--- src/rtl/adder_pipe.sv ---
// -----------------------------------------------------------------------------
// adder_pipe -- pipelined ripple-carry adder/subtractor with valid/ready flow
// control, for the floating-point datapath (nroot, mantissa, exponent paths).
//
// The WIDTH-bit add is split into STAGES segments of SEG = WIDTH/STAGES bits.
// Stage k resolves its segment using the carry registered by stage k-1 and
// passes the still-unresolved upper operand bits along. Latency is STAGES
// cycles, throughput one operation per cycle; empty stages absorb new data
// even while the output is stalled.
//
// Parameters:
//   WIDTH   operand/result width (must be divisible by STAGES)
//   STAGES  number of pipeline segments, 1..WIDTH
//
// Ports:
//   clk        clock, all state on rising edge
//   rst_n      asynchronous active-low reset
//   in_valid   operand set present          in_ready   operand set accepted
//   a, b       operands                     sub        0: a+b+cin, 1: a-b-cin
//   cin        carry-in / borrow-in
//   out_valid  result present               out_ready  consumer accepts
//   sum        result                       cout       MSB carry (sub: 1 = no borrow)
//   ovf        two's-complement signed overflow
//
// Build option:
//   ADDER_PIPE_SAT_EN  when defined, an overflowing result saturates to the
//                      signed limit selected by the MSB of a (final stage).
// -----------------------------------------------------------------------------

module adder_pipe_fa (
  input  logic i_a,
  input  logic i_b,
  input  logic i_c,
  output logic o_s,
  output logic o_c
);
  assign o_s = i_a ^ i_b ^ i_c;
  assign o_c = (i_a & i_b) | (i_c & (i_a ^ i_b));
endmodule

module adder_pipe #(
  parameter int unsigned WIDTH  = 48,
  parameter int unsigned STAGES = 4
) (
  input  logic             clk,
  input  logic             rst_n,
  input  logic             in_valid,
  output logic             in_ready,
  input  logic [WIDTH-1:0] a,
  input  logic [WIDTH-1:0] b,
  input  logic             sub,
  input  logic             cin,
  output logic             out_valid,
  input  logic             out_ready,
  output logic [WIDTH-1:0] sum,
  output logic             cout,
  output logic             ovf
);

  localparam int unsigned SEG = WIDTH / STAGES;

  // Per-stage inputs (from the previous stage or the ports) and registered outputs.
  logic [WIDTH-1:0]  w_a_in [STAGES];
  logic [WIDTH-1:0]  w_b_in [STAGES];
  logic [WIDTH-1:0]  w_s_in [STAGES];
  logic [WIDTH-1:0]  w_a_q  [STAGES];
  logic [WIDTH-1:0]  w_b_q  [STAGES];
  logic [WIDTH-1:0]  w_s_q  [STAGES];
  logic [STAGES-1:0] w_c_in;
  logic [STAGES-1:0] w_v_in;
  logic [STAGES-1:0] w_c_q;
  logic [STAGES-1:0] w_v_q;
  logic [STAGES-1:0] w_rdy;
  logic              w_ovf_q;
  logic              w_unused_tail;

  // Ready ripples back from the output: a stage may load if it is empty or
  // the stage after it is loading in the same cycle (bubble collapse).
  always_comb begin
    w_rdy = '0;
    w_rdy[STAGES-1] = ~w_v_q[STAGES-1] | out_ready;
    for (int unsigned i = STAGES - 1; i > 0; i--) begin
      w_rdy[i-1] = ~w_v_q[i-1] | w_rdy[i];
    end
  end

  assign in_ready  = w_rdy[0];
  assign out_valid = w_v_q[STAGES-1];
  assign sum       = w_s_q[STAGES-1];
  assign cout      = w_c_q[STAGES-1];
  assign ovf       = w_ovf_q;

  // The last stage has no unresolved operand bits left to forward.
  assign w_unused_tail = ^{w_a_q[STAGES-1], w_b_q[STAGES-1]};

  for (genvar k = 0; k < STAGES; k++) begin : g_stage
    logic [SEG:0]     w_cy;
    logic [SEG-1:0]   w_seg;
    logic [WIDTH-1:0] w_s_nxt;
    logic [WIDTH-1:0] w_s_ld;
    logic             w_unused;
    logic             r_v;
    logic             r_c;
    logic [WIDTH-1:0] r_a;
    logic [WIDTH-1:0] r_b;
    logic [WIDTH-1:0] r_s;

    if (k == 0) begin : g_head
      // Subtract is folded in here: a - b - cin == a + ~b + ~cin.
      assign w_a_in[k] = a;
      assign w_b_in[k] = sub ? ~b : b;
      assign w_c_in[k] = sub ^ cin;
      assign w_v_in[k] = in_valid;
      assign w_s_in[k] = '0;
    end else begin : g_link
      assign w_a_in[k] = w_a_q[k-1];
      assign w_b_in[k] = w_b_q[k-1];
      assign w_c_in[k] = w_c_q[k-1];
      assign w_v_in[k] = w_v_q[k-1];
      assign w_s_in[k] = w_s_q[k-1];
    end

    // Each stage only consumes its own segment (and the MSB in the last one).
    assign w_unused = ^{w_a_in[k], w_b_in[k]};

    assign w_cy[0] = w_c_in[k];
    for (genvar j = 0; j < SEG; j++) begin : g_bit
      adder_pipe_fa u_fa (
        .i_a (w_a_in[k][k*SEG+j]),
        .i_b (w_b_in[k][k*SEG+j]),
        .i_c (w_cy[j]),
        .o_s (w_seg[j]),
        .o_c (w_cy[j+1])
      );
    end

    always_comb begin
      w_s_nxt = w_s_in[k];
      w_s_nxt[k*SEG +: SEG] = w_seg;
    end

    if (k == STAGES - 1) begin : g_last
      logic w_ovf;
      logic r_ovf;

      // Carry into the MSB is the second-to-last carry of this segment.
      assign w_ovf = w_cy[SEG-1] ^ w_cy[SEG];

`ifdef ADDER_PIPE_SAT_EN
      always_comb begin
        w_s_ld = w_s_nxt;
        if (w_ovf) begin
          w_s_ld = w_a_in[k][WIDTH-1] ? {1'b1, {(WIDTH-1){1'b0}}}
                                      : {1'b0, {(WIDTH-1){1'b1}}};
        end
      end
`else
      assign w_s_ld = w_s_nxt;
`endif

      always_ff @(posedge clk or negedge rst_n) begin
        if (!rst_n) begin
          r_ovf <= 1'b0;
        end else if (w_rdy[k]) begin
          r_ovf <= w_ovf;
        end
      end

      assign w_ovf_q = r_ovf;
    end else begin : g_body
      assign w_s_ld = w_s_nxt;
    end

    always_ff @(posedge clk or negedge rst_n) begin
      if (!rst_n) begin
        r_v <= 1'b0;
        r_c <= 1'b0;
        r_a <= '0;
        r_b <= '0;
        r_s <= '0;
      end else if (w_rdy[k]) begin
        r_v <= w_v_in[k];
        r_c <= w_cy[SEG];
        r_a <= w_a_in[k];
        r_b <= w_b_in[k];
        r_s <= w_s_ld;
      end
    end

    assign w_v_q[k] = r_v;
    assign w_c_q[k] = r_c;
    assign w_a_q[k] = r_a;
    assign w_b_q[k] = r_b;
    assign w_s_q[k] = r_s;
  end

endmodule

--- config.mk ---
export PLATFORM = sky130hd
export DESIGN_NAME = adder_pipe
export DESIGN_NICKNAME = d
export VERILOG_FILES = /design/src/rtl/adder_pipe.sv
export SDC_FILE = /design/constraint.sdc
export NUM_CORES = 1
export LEC_CHECK = 0
export CORE_MARGIN = 8
export CORE_UTILIZATION = 58
export CTS_CLUSTER_DIAMETER = 150
export DETAILED_ROUTE_END_ITERATION = 10
export GPL_TIMING_DRIVEN = 1
export HOLD_SLACK_MARGIN = 0.06
export PLACE_DENSITY = 0.83
export SETUP_SLACK_MARGIN = 0.15
export SLEW_MARGIN = 0
export SYNTH_ARGS = -nofsm -noshare
export SYNTH_HDL_FRONTEND = slang
export SYNTH_SLANG_ARGS = --single-unit
export TNS_END_PERCENT = 30
--- constraint.sdc ---
create_clock -name clk -period 13.75 [get_ports clk]
set_input_delay 3.4375 -clock clk [delete_from_list [all_inputs] [get_ports clk]]
set_output_delay 3.4375 -clock clk [all_outputs]
set_load 0.02 [all_outputs]
== Word-level counts from Yosys, hierarchy flattened ==
Cells that the tools add are included.
W data, S select, Z words.
Word-level totals
  memory bits (read-only): 0
  bits of input ports: 102
  logic and storage cells: 271
  register bits: 417
  memories: 0
  latch bits: 0
  RAM bits: 0
  output and inout port bits: 52
Cells by class
  order comparisons: 0
  muxes and demuxes: 1
  multiply operators: 0
  $add $sub $neg: 0
  eq/ne operators: 0
  bitwise gates (word level): 251
  reductions and logical operators: 0
  shift-type cells: 0
  div/mod/pow operators: 0
Operators by type and width (number)
  $xor A1 B1 Y1: 98
  $and A1 B1 Y1: 96
  $or A1 B1 Y1: 52
  $mux W48: 1
  $not A48 Y48: 1
  $not A1 Y1: 4

== Logic depth before layout (Yosys ltp) ==
Gate-level depths: netlist of the first run.
  depth in word-level cells: 27
  mapped depth: 21
  depth with buffers taken out: 18

== Hierarchy ==
From an unflattened synthesis of the first run, not the netlist that was laid out.
Second synthesis, totals
  cell total of the unflattened synthesis: 885
  area total of the unflattened synthesis: 11722.5 um^2
By module, submodules not included
  adder_pipe: area an instance 10761.6 um^2, cells an instance 837, seq. area each 6831.6 um^2, instances 1
  adder_pipe_fa: area an instance 20.0 um^2, cells an instance 1, seq. area each 0.0 um^2, instances 48

== Least setup slack after synthesis of the first run ==
No wires, ideal clock.
  path kind: input to register
  start: in sub
  end: reg g_stage[0].r_s[11]
  library setup time: 0.125 ns
  stages on the path: 21
  buffers on the path: 3
  required time: 13.625 ns
  arrival time: 9.192 ns
  path slack: 4.433 ns
  cells stage by stage: clkbuf_1 buf_2 buf_2 xor2_1 fa_1 inv_1 fa_1 fa_1 fa_1 fa_1 fa_1 fa_1 fa_1 fa_1 inv_1 fa_1 inv_1 fa_1 inv_1 fa_1 mux2_4
Between the ends
  word-level cells in the longest chain between the ends: 25
  elaborated cells on any way between the ends: 48
  those cells by class: mux: 1; bitwise: 47
Ends and longest elaborated chain
  start: declaration: RTL line 51  | input logic sub,
  $mux W48: RTL line 111  | assign w_b_in[k] = sub ? ~b : b;
  $xor A1 B1 Y1: RTL line 38  | assign o_c = (i_a & i_b) | (i_c & (i_a ^ i_b));
  $and A1 B1 Y1: RTL line 38
  $or A1 B1 Y1: RTL line 38
  $and A1 B1 Y1: RTL line 38
  $or A1 B1 Y1: RTL line 38
  $and A1 B1 Y1: RTL line 38
  $or A1 B1 Y1: RTL line 38
  [10 not listed]
  $and A1 B1 Y1: RTL line 38
  $or A1 B1 Y1: RTL line 38
  $and A1 B1 Y1: RTL line 38
  $or A1 B1 Y1: RTL line 38
  $and A1 B1 Y1: RTL line 38
  $or A1 B1 Y1: RTL line 38
  $xor A1 B1 Y1 *: RTL line 37  | assign o_s = i_a ^ i_b ^ i_c;
  via g_stage[0].g_bit[11].u_fa.o_s: RTL line 34  | output logic o_s,
  end signal: assignment: RTL line 186  | r_s <= w_s_ld;
  end: declaration: RTL line 106  | logic [WIDTH-1:0] r_s;
The timed path passes the listed nets; every way through them passes the cells marked *.
A chain may end at the register's enable or synchronous reset.

== Worst setup path in the final report of the first run ==
  start: in out_ready
  end: out in_ready
Between the ends
  word-level cells in the longest chain between the ends: 4
Ends and longest elaborated chain
  start: declaration: RTL line 54  | input logic out_ready,
  $or A1 B1 Y1: RTL line 81  | w_rdy[STAGES-1] = ~w_v_q[STAGES-1] | out_ready;
  $or A1 B1 Y1 (3 in a row): RTL line 83  | w_rdy[i-1] = ~w_v_q[i-1] | w_rdy[i];
  end: declaration: RTL line 48  | output logic in_ready,
No other way between the ends.

==> key figures, run 1 <==
Run status
  – Status: finished clean

Place
  – GP Congestion: 0.728
  – Post-DP Area: 13400 sq um
  – # port buffers: 153
  – Cells after DPL: 1142
  – Post-DP HPWL: 14300 um

Floorplan
  – Die X: 158 um
  – Die H: 158 um
  – Initial Util: 0.583
  – Num ports: 154
  – Rows: 52
  – Core region area: 20000 sq um
  – Die area: 25000 sq um

Hold path
  – Hold Crit Class: flop to flop
  – Hold path start: g_stage[0].r_v
  – Worst hold endpoint: g_stage[1].r_v
  – Hold path cells: 1

Power and ir drop
  – Peak VDD IR: 0.000122 V
  – Pwr Density: 191 nW/um^2
  – Total power: 2.76 mW
  – Pleak: 6.29 nW

Flow run
  – Max Cap Viol: 0

Clocking
  – Clock Tree Root: clkbuf_16
  – CTS Buf Count: 28
  – Clock Latency Late Sink: 0.52 ns
  – Clk buf depth: 3
  – TritonCTS clock tree: done
  – Clk sink count: 273
  – Post-CTS Hold Fix Bufs: 0
  – Setup Fix Bufs, Post-CTS: 0
  – Clock slew seen by the registers of the worst setup and hold paths: 0.06 ns
  – PostCTS Resize Cnt: 0
  – H-tree levels: 1

Synth
  – Mean area per synthesized cell: 15.6 sq um
  – Top-area cell type share of the netlist area: 0.584
  – Mapped Area: 11700 sq um
  – Main combinational cell family by area after synthesis: multiplexers
  – Post-synthesis mux area share: 0.246
  – Xor and xnor area share after synthesis: 0.0375
  – Async SR Flop Fraction: 1.00
  – Post-Synth Adder-Cell Area: 0.0822
  – Cell taking the most area after synthesis: dfrtp_1
  – Synth Area in Compound Gates: 0.00771
  – Simple-gate share of the synthesized area: 0.0119
  – Yosys warning count: 0
  – Syn Inst Count: 748
  – EDFF count, synth: 0
  – Area contributors post-synth: dfrtp_1 (58%), mux2_2 (22%), fa_1 (8.2%)
  – Synth Net Count: 898
  – Seq/Total Area, Yosys: 0.584
  – Main synth FF type: dfrtp_1
  – Synth cell types: 21
  – Synthesized flop and latch total: 273

Final layout
  – Most common cell after layout, fill and taps aside: dfrtp_1
  – Register area: 6830 sq um
  – Layout overhead on the synthesized area: 23.5%
  – Nets: 1052
  – Cell Count, Final, Fillers Out: 1195
  – Most frequent cells in the layout: dfrtp_1 (273), mux2_2 (224), clkdlybuf4s50_1 (151), fa_1 (48), inv_1 (43)
  – Area of the multi-input gates: 4500 sq um
  – Share of cells above drive strength 1: 0.327
  – Design area: 14400 sq um
  – Fill cell count: 1377

Worst setup path
  – Flop-to-flop setup slack: 7.66 ns
  – CP most frequent cell: clkdlybuf4s50_1
  – CP max stage cell: buf_4
  – Crit Reg-Reg Endpoint: g_stage[2].r_s[35]
  – Worst r2r src: g_stage[1].r_c
  – Critical Path, Cell by Cell: clkdlybuf4s50_1, nand3b_1, buf_4, nor2_8, inv_4, clkdlybuf4s50_1
  – CP required: 10.31 ns
  – CP startpoint: out_ready
  – Crit. End Element: output pin
  – Slowest Stage Delay on Critical Path: 0.75 ns
  – Arrival @ worst endpoint: 6.20 ns
  – Worst reg2reg path depth: 16
  – CP Launch Type: input port
  – CP max FO: 70
  – Crit path kind: input port to output pin

Global routing
  – Largest net degree at the start of global routing: 127
  – Vias in the first global route: 7123
  – Initial antenna violation count: 2
  – Global Route Usage Sum: 0.186
  – Total gr overflow: 0
  – First-pass GRT wire length: 36900 um

STA
  – Final setup TNS: 0 ns
  – Minimum clock period: 9.64 ns
  – Final Max Tran Viols: 0
  – Max transition margin: 0.338
  – Final Hold Fails: 0
  – Setup violations, final: 0
  – RSZ-0062 raised after global routing: no
  – Worst Tran Pin Value: 0.993 ns
  – Worst hold slack: 0.466 ns
  – Tcrit/Tclk final: 0.701
  – FMAX: 0.104 GHz
  – Skew final: 0.00833 ns

Routing
  – DRT Wirelength: 22200 um
  – Routed Antenna Nets: 0
  – DR WL/cell: 18.6 um
  – First DRT Iteration DRCs: 203
  – Vias/cell: 5.19
  – DR pass1 iterations: 6
  – Vias: 6205
  – DRC viols: 0
[power breakdown]
group          switching (mW)  leakage, nW  internal [mW]  total [mW]
Sequential              0.145         3.17           1.05        1.20
Combinational           0.333         2.62          0.426       0.759
Clock                   0.302        0.495          0.497       0.799
[flip-flops by register name, indices dropped and copies added (netlist names)]
| signal | flops |
|---|---|
| ovf | 1 |
| g_stage.r_s | 72 |
| cout | 1 |
| g_stage.r_a | 72 |
| out_valid | 1 |
| g_stage.r_b | 72 |
| g_stage.r_c | 3 |
| g_stage.r_v | 3 |
| sum | 48 |
[layout make-up]
| class | instances | share of cell area |
|---|---|---|
| Timing Repair Buffer | 161 | 0.110 |
| Clock buffer | 39 | 0.0577 |
| Tap cell | 270 | 0.0234 |
| Inverter | 44 | 0.0116 |
| Sequential cell | 273 | 0.473 |
| Clock inverter | 13 | 0.0118 |
| Multi-Input combinational cell | 394 | 0.312 |
| Antenna cell | 1 | 0.000173 |
[synthesized netlist by cell type (3+ instances only)]
| cell type | count |
|---|---|
| nand2b_1 | 5 |
| inv_1 | 43 |
| buf_6 | 3 |
| buf_2 | 23 |
| o21ai_0 | 8 |
| dfrtp_1 | 273 |
| mux2_4 | 16 |
| nor2_1 | 10 |
| xor2_1 | 39 |
| xnor2_1 | 11 |
| mux2_2 | 224 |
| mux2i_1 | 11 |
| nand2_1 | 9 |
| fa_1 | 48 |
| clkbuf_1 | 10 |
| a21oi_1 | 10 |
[critical path: cells and delay by family]
family	cells	cell delay (ns)
buf+inv	4	2.44
simple gates	2	0.29
[metal layers]
layer	routed length, um	track usage	part of all wire
met2	11600	0.327	0.52
met1	9350	0.240	0.42
met5	10	0	0.00045
met3	937	0.0281	0.042
met4	336	0.0454	0.015
[metrics by stage]
step                      setup slack, ns  utilization
final                                4.11        0.721
after global routing                 3.92        0.721
after CTS                            4.06        0.720
after detailed placement             4.11        0.670
after global placement               4.10        0.670
after floorplan                      4.43            -
[kinds of logic (layout without fill, tap and decap cells)]
family                   after synthesis  in the layout
multiplexers                         251            251
buffers and inverters                 81            257
adder cells (fa/ha/maj)               48             48
AO/OA/AOI/OAI                         18             18
XOR/XNOR                              50             50
flip-flops                           273            273
other                                  0              1
AND/OR/NAND/NOR                       27             27
[worst max path at each step]
stage / to / slack [ns] / cells after the start
6_report: in_ready / 4.11 / 6
3_5_place_dp: in_ready / 4.11 / 6
5_1_grt: in_ready / 3.92 / 6
3_3_place_gp: in_ready / 4.10 / 6
4_1_cts: in_ready / 4.06 / 6
2_1_floorplan: g_stage[0].r_s[11] / 4.43 / 21
Note: power is estimated with default switching activity, not from simulation.
==> run 2: changes to the inputs <==
--- a/config.mk
+++ b/config.mk
@@ -6,12 +6,12 @@
 export NUM_CORES = 1
 export LEC_CHECK = 0
 export CORE_MARGIN = 8
-export CORE_UTILIZATION = 58
+export CORE_UTILIZATION = 55
 export CTS_CLUSTER_DIAMETER = 150
 export DETAILED_ROUTE_END_ITERATION = 10
 export GPL_TIMING_DRIVEN = 1
 export HOLD_SLACK_MARGIN = 0.06
-export PLACE_DENSITY = 0.83
+export PLACE_DENSITY = 0.8
 export SETUP_SLACK_MARGIN = 0.15
 export SLEW_MARGIN = 0
 export SYNTH_ARGS = -nofsm -noshare
==> constraint.sdc (replaced) <==
create_clock -name clk -period 9.33 [get_ports clk]
set_input_delay 2.3325 -clock clk [delete_from_list [all_inputs] [get_ports clk]]
set_output_delay 2.3325 -clock clk [all_outputs]
set_load 0.02 [all_outputs]
==> run 2 against run 1 <==
- sequential share of layout area grew 0.13 points
- cell area shrank 0.27%
- clock power grew 39%
- clock-buffer cell count grew 4
- global-route usage shrank 1.5 points
- critical path depth grew 13
- clock skew grew 0.0081 ns
- wire length shrank 2.2%
- largest cell class unchanged
- cell count grew 0.33%
==> key figures, run 2 (synthesized netlist as in run 1, its figures left out) <==
Run status
  – Status: finished clean (unchanged)

Global routing
  – Largest net degree at the start of global routing: 170 (was 127)
  – Global Route Usage Sum: 0.171 (was 0.186)
  – Total gr overflow: 0 (unchanged)
  – Vias in the first global route: 6973 (was 7123)
  – First-pass GRT wire length: 36500 um (was 36900 um)
  – Initial antenna violation count: 1 (was 2)

Worst setup path
  – Crit. End Element: flop (was output pin)
  – CP max stage cell: clkdlybuf4s50_1 (was buf_4)
  – Slowest Stage Delay on Critical Path: 0.47 ns (was 0.75 ns)
  – CP required: 9.73 ns (was 10.31 ns)
  – Crit path kind: input port to flop (was input port to output pin)
  – Worst r2r src: g_stage[1].r_c (unchanged)
  – CP max FO: 1 (was 70)
  – Arrival @ worst endpoint: 8.11 ns (was 6.20 ns)
  – CP most frequent cell: fa_1 (was clkdlybuf4s50_1)
  – CP startpoint: cin (was out_ready)
  – Critical Path, Cell by Cell: clkdlybuf4s50_1, xor2_1, fa_1, inv_1, fa_1, fa_1, fa_1, fa_1, fa_1, fa_1, fa_1, fa_1, inv_1, fa_1, inv_1, fa_1, inv_1, fa_1, mux2_4 (was clkdlybuf4s50_1, nand3b_1, buf_4, nor2_8, inv_4, clkdlybuf4s50_1)
  – CP Launch Type: input port (unchanged)

Power and ir drop
  – Peak VDD IR: 0.000159 V (was 0.000122 V)
  – Pwr Density: 276 nW/um^2 (was 191 nW/um^2)
  – Pleak: 6.28 nW (was 6.29 nW)

Routing
  – Vias: 6172 (was 6205)
  – DR pass1 iterations: 4 (was 6)
  – DR WL/cell: 18.1 um (was 18.6 um)
  – DRC viols: 0 (unchanged)
  – Vias/cell: 5.15 (was 5.19)
  – Routed Antenna Nets: 0 (unchanged)
  – First DRT Iteration DRCs: 303 (was 203)
  – DRT Wirelength: 21700 um (was 22200 um)

STA
  – Minimum clock period: 7.71 ns
  – Final setup TNS: 0 ns (unchanged)
  – Worst Tran Pin Value: 0.944 ns (was 0.993 ns)
  – RSZ-0062 raised after global routing: no (unchanged)
  – Final setup margin: 1.62 ns (was 4.11 ns)
  – FMAX: 0.130 GHz
  – Worst hold slack: 0.479 ns (was 0.466 ns)
  – Max transition margin: 0.371 (was 0.338)
  – Tcrit/Tclk final: 0.826
  – Final Hold Fails: 0 (unchanged)
  – Final Max Tran Viols: 0 (unchanged)
  – Skew final: 0.0164 ns (was 0.00833 ns)
  – Setup violations, final: 0 (unchanged)

Final layout
  – Layout overhead on the synthesized area: 23.2% (was 23.5%)
  – Most common cell after layout, fill and taps aside: dfrtp_1 (unchanged)
  – Nets: 1052 (unchanged)
  – Share of cells above drive strength 1: 0.326 (was 0.327)
  – Fill cell count: 1470 (was 1377)
  – # diodes: 0 (was 1)
  – Most frequent cells in the layout: dfrtp_1 (273), mux2_2 (224), clkdlybuf4s50_1 (151), fa_1 (48), inv_1 (43) (unchanged)
  – Biggest regs: g_stage.r_a: 72 flops, g_stage.r_b: 72 flops, g_stage.r_s: 72 flops (unchanged)

Floorplan
  – Die X: 162 um (was 158 um)
  – Core region area: 21000 sq um (was 20000 sq um)
  – Rows: 53 (was 52)
  – Die H: 162 um (was 158 um)
  – Die area: 26200 sq um (was 25000 sq um)
  – Num ports: 154 (unchanged)
  – Initial Util: 0.558 (was 0.583)

Place
  – Pre-CTS WS: 1.01 ns (was 4.11 ns)
  – # port buffers: 153 (unchanged)
  – Post-DP HPWL: 14400 um (was 14300 um)
  – GP Congestion: 0.733 (was 0.728)

Clocking
  – Clk sink count: 273 (unchanged)
  – Clock Tree Root: clkbuf_16 (unchanged)
  – TritonCTS clock tree: done (unchanged)
  – Clock slew seen by the registers of the worst setup and hold paths: 0.06 ns (about the same)
  – Clock Latency Late Sink: 0.53 ns (was 0.52 ns)
  – Post-CTS Hold Fix Bufs: 0 (unchanged)
  – Clk buf depth: 3 (unchanged)
  – H-tree levels: 1 (unchanged)
  – CTS Buf Count: 28 (unchanged)
  – PostCTS Resize Cnt: 0 (unchanged)
  – Setup Fix Bufs, Post-CTS: 0 (unchanged)

Hold path
  – Hold path start: g_stage[0].r_a[35] (was g_stage[0].r_v)
  – Hold Crit Class: flop to flop (unchanged)

Flow run
  – Max Cap Viol: 0 (unchanged)
[run 2: cell type report]
| type | count | area [sq um] | area share |
|---|---|---|---|
| multi-input combinational | 394 | 4500 | 0.313 |
| clock inverter | 9 | 70.1 | 0.00487 |
| tap | 275 | 344 | 0.0239 |
| clock buffer | 43 | 878 | 0.0610 |
| inverter | 44 | 168 | 0.0116 |
| sequential | 273 | 6830 | 0.474 |
| timing repair buffer | 161 | 1610 | 0.112 |
[run 2: critical path, delay by kind of cell]
family,cells,cell delay [ns]
multiplexers,1,0.26
XOR/XNOR,1,0.20
buffers and inverters,5,0.76
adder cells (fa/ha/maj),12,4.56
[run 2: report_power, final]
| group | internal [mW] | switching, mW | leakage [nW] | total (mW) |
|---|---|---|---|---|
| combinational | 0.625 | 0.478 | 2.63 | 1.10 |
| clock | 0.672 | 0.437 | 0.479 | 1.11 |
| sequential | 1.55 | 0.213 | 3.17 | 1.77 |
[run 2: routing by layer]
layer	global-route usage	up-vias	share of wire
li1	-	2814	-
met1	0.219	3227	0.43
met2	0.299	100	0.52
met3	0.0281	29	0.039
met4	0.0417	2	0.016
met5	0	-	0.00060
[run 2: path summary, 6_finish.rpt]
kind,end,depth (start not counted),slack (ns)
setup / recovery,g_stage[0].r_s[11],19,1.62
hold / removal,g_stage[1].r_a[35],2,0.48
setup reg to reg,g_stage[2].r_s[35],16,3.29
hold reg to reg,g_stage[1].r_a[35],2,0.48
max in group asynchronous,g_stage[1].r_a[40],2,6.09
min in group asynchronous,sum[19],1,1.84
[run 2: stage by stage]
step	instances	total power [mW]	instance area, sq um	utilization
floorplan	748	2.42	11700	-
finish	1199	3.98	14400	0.687
global route	1199	4.21	14400	0.687
CTS	1199	4.04	14400	0.687
detailed placement	1147	2.90	13500	0.642
global placement	1147	2.86	13500	0.642
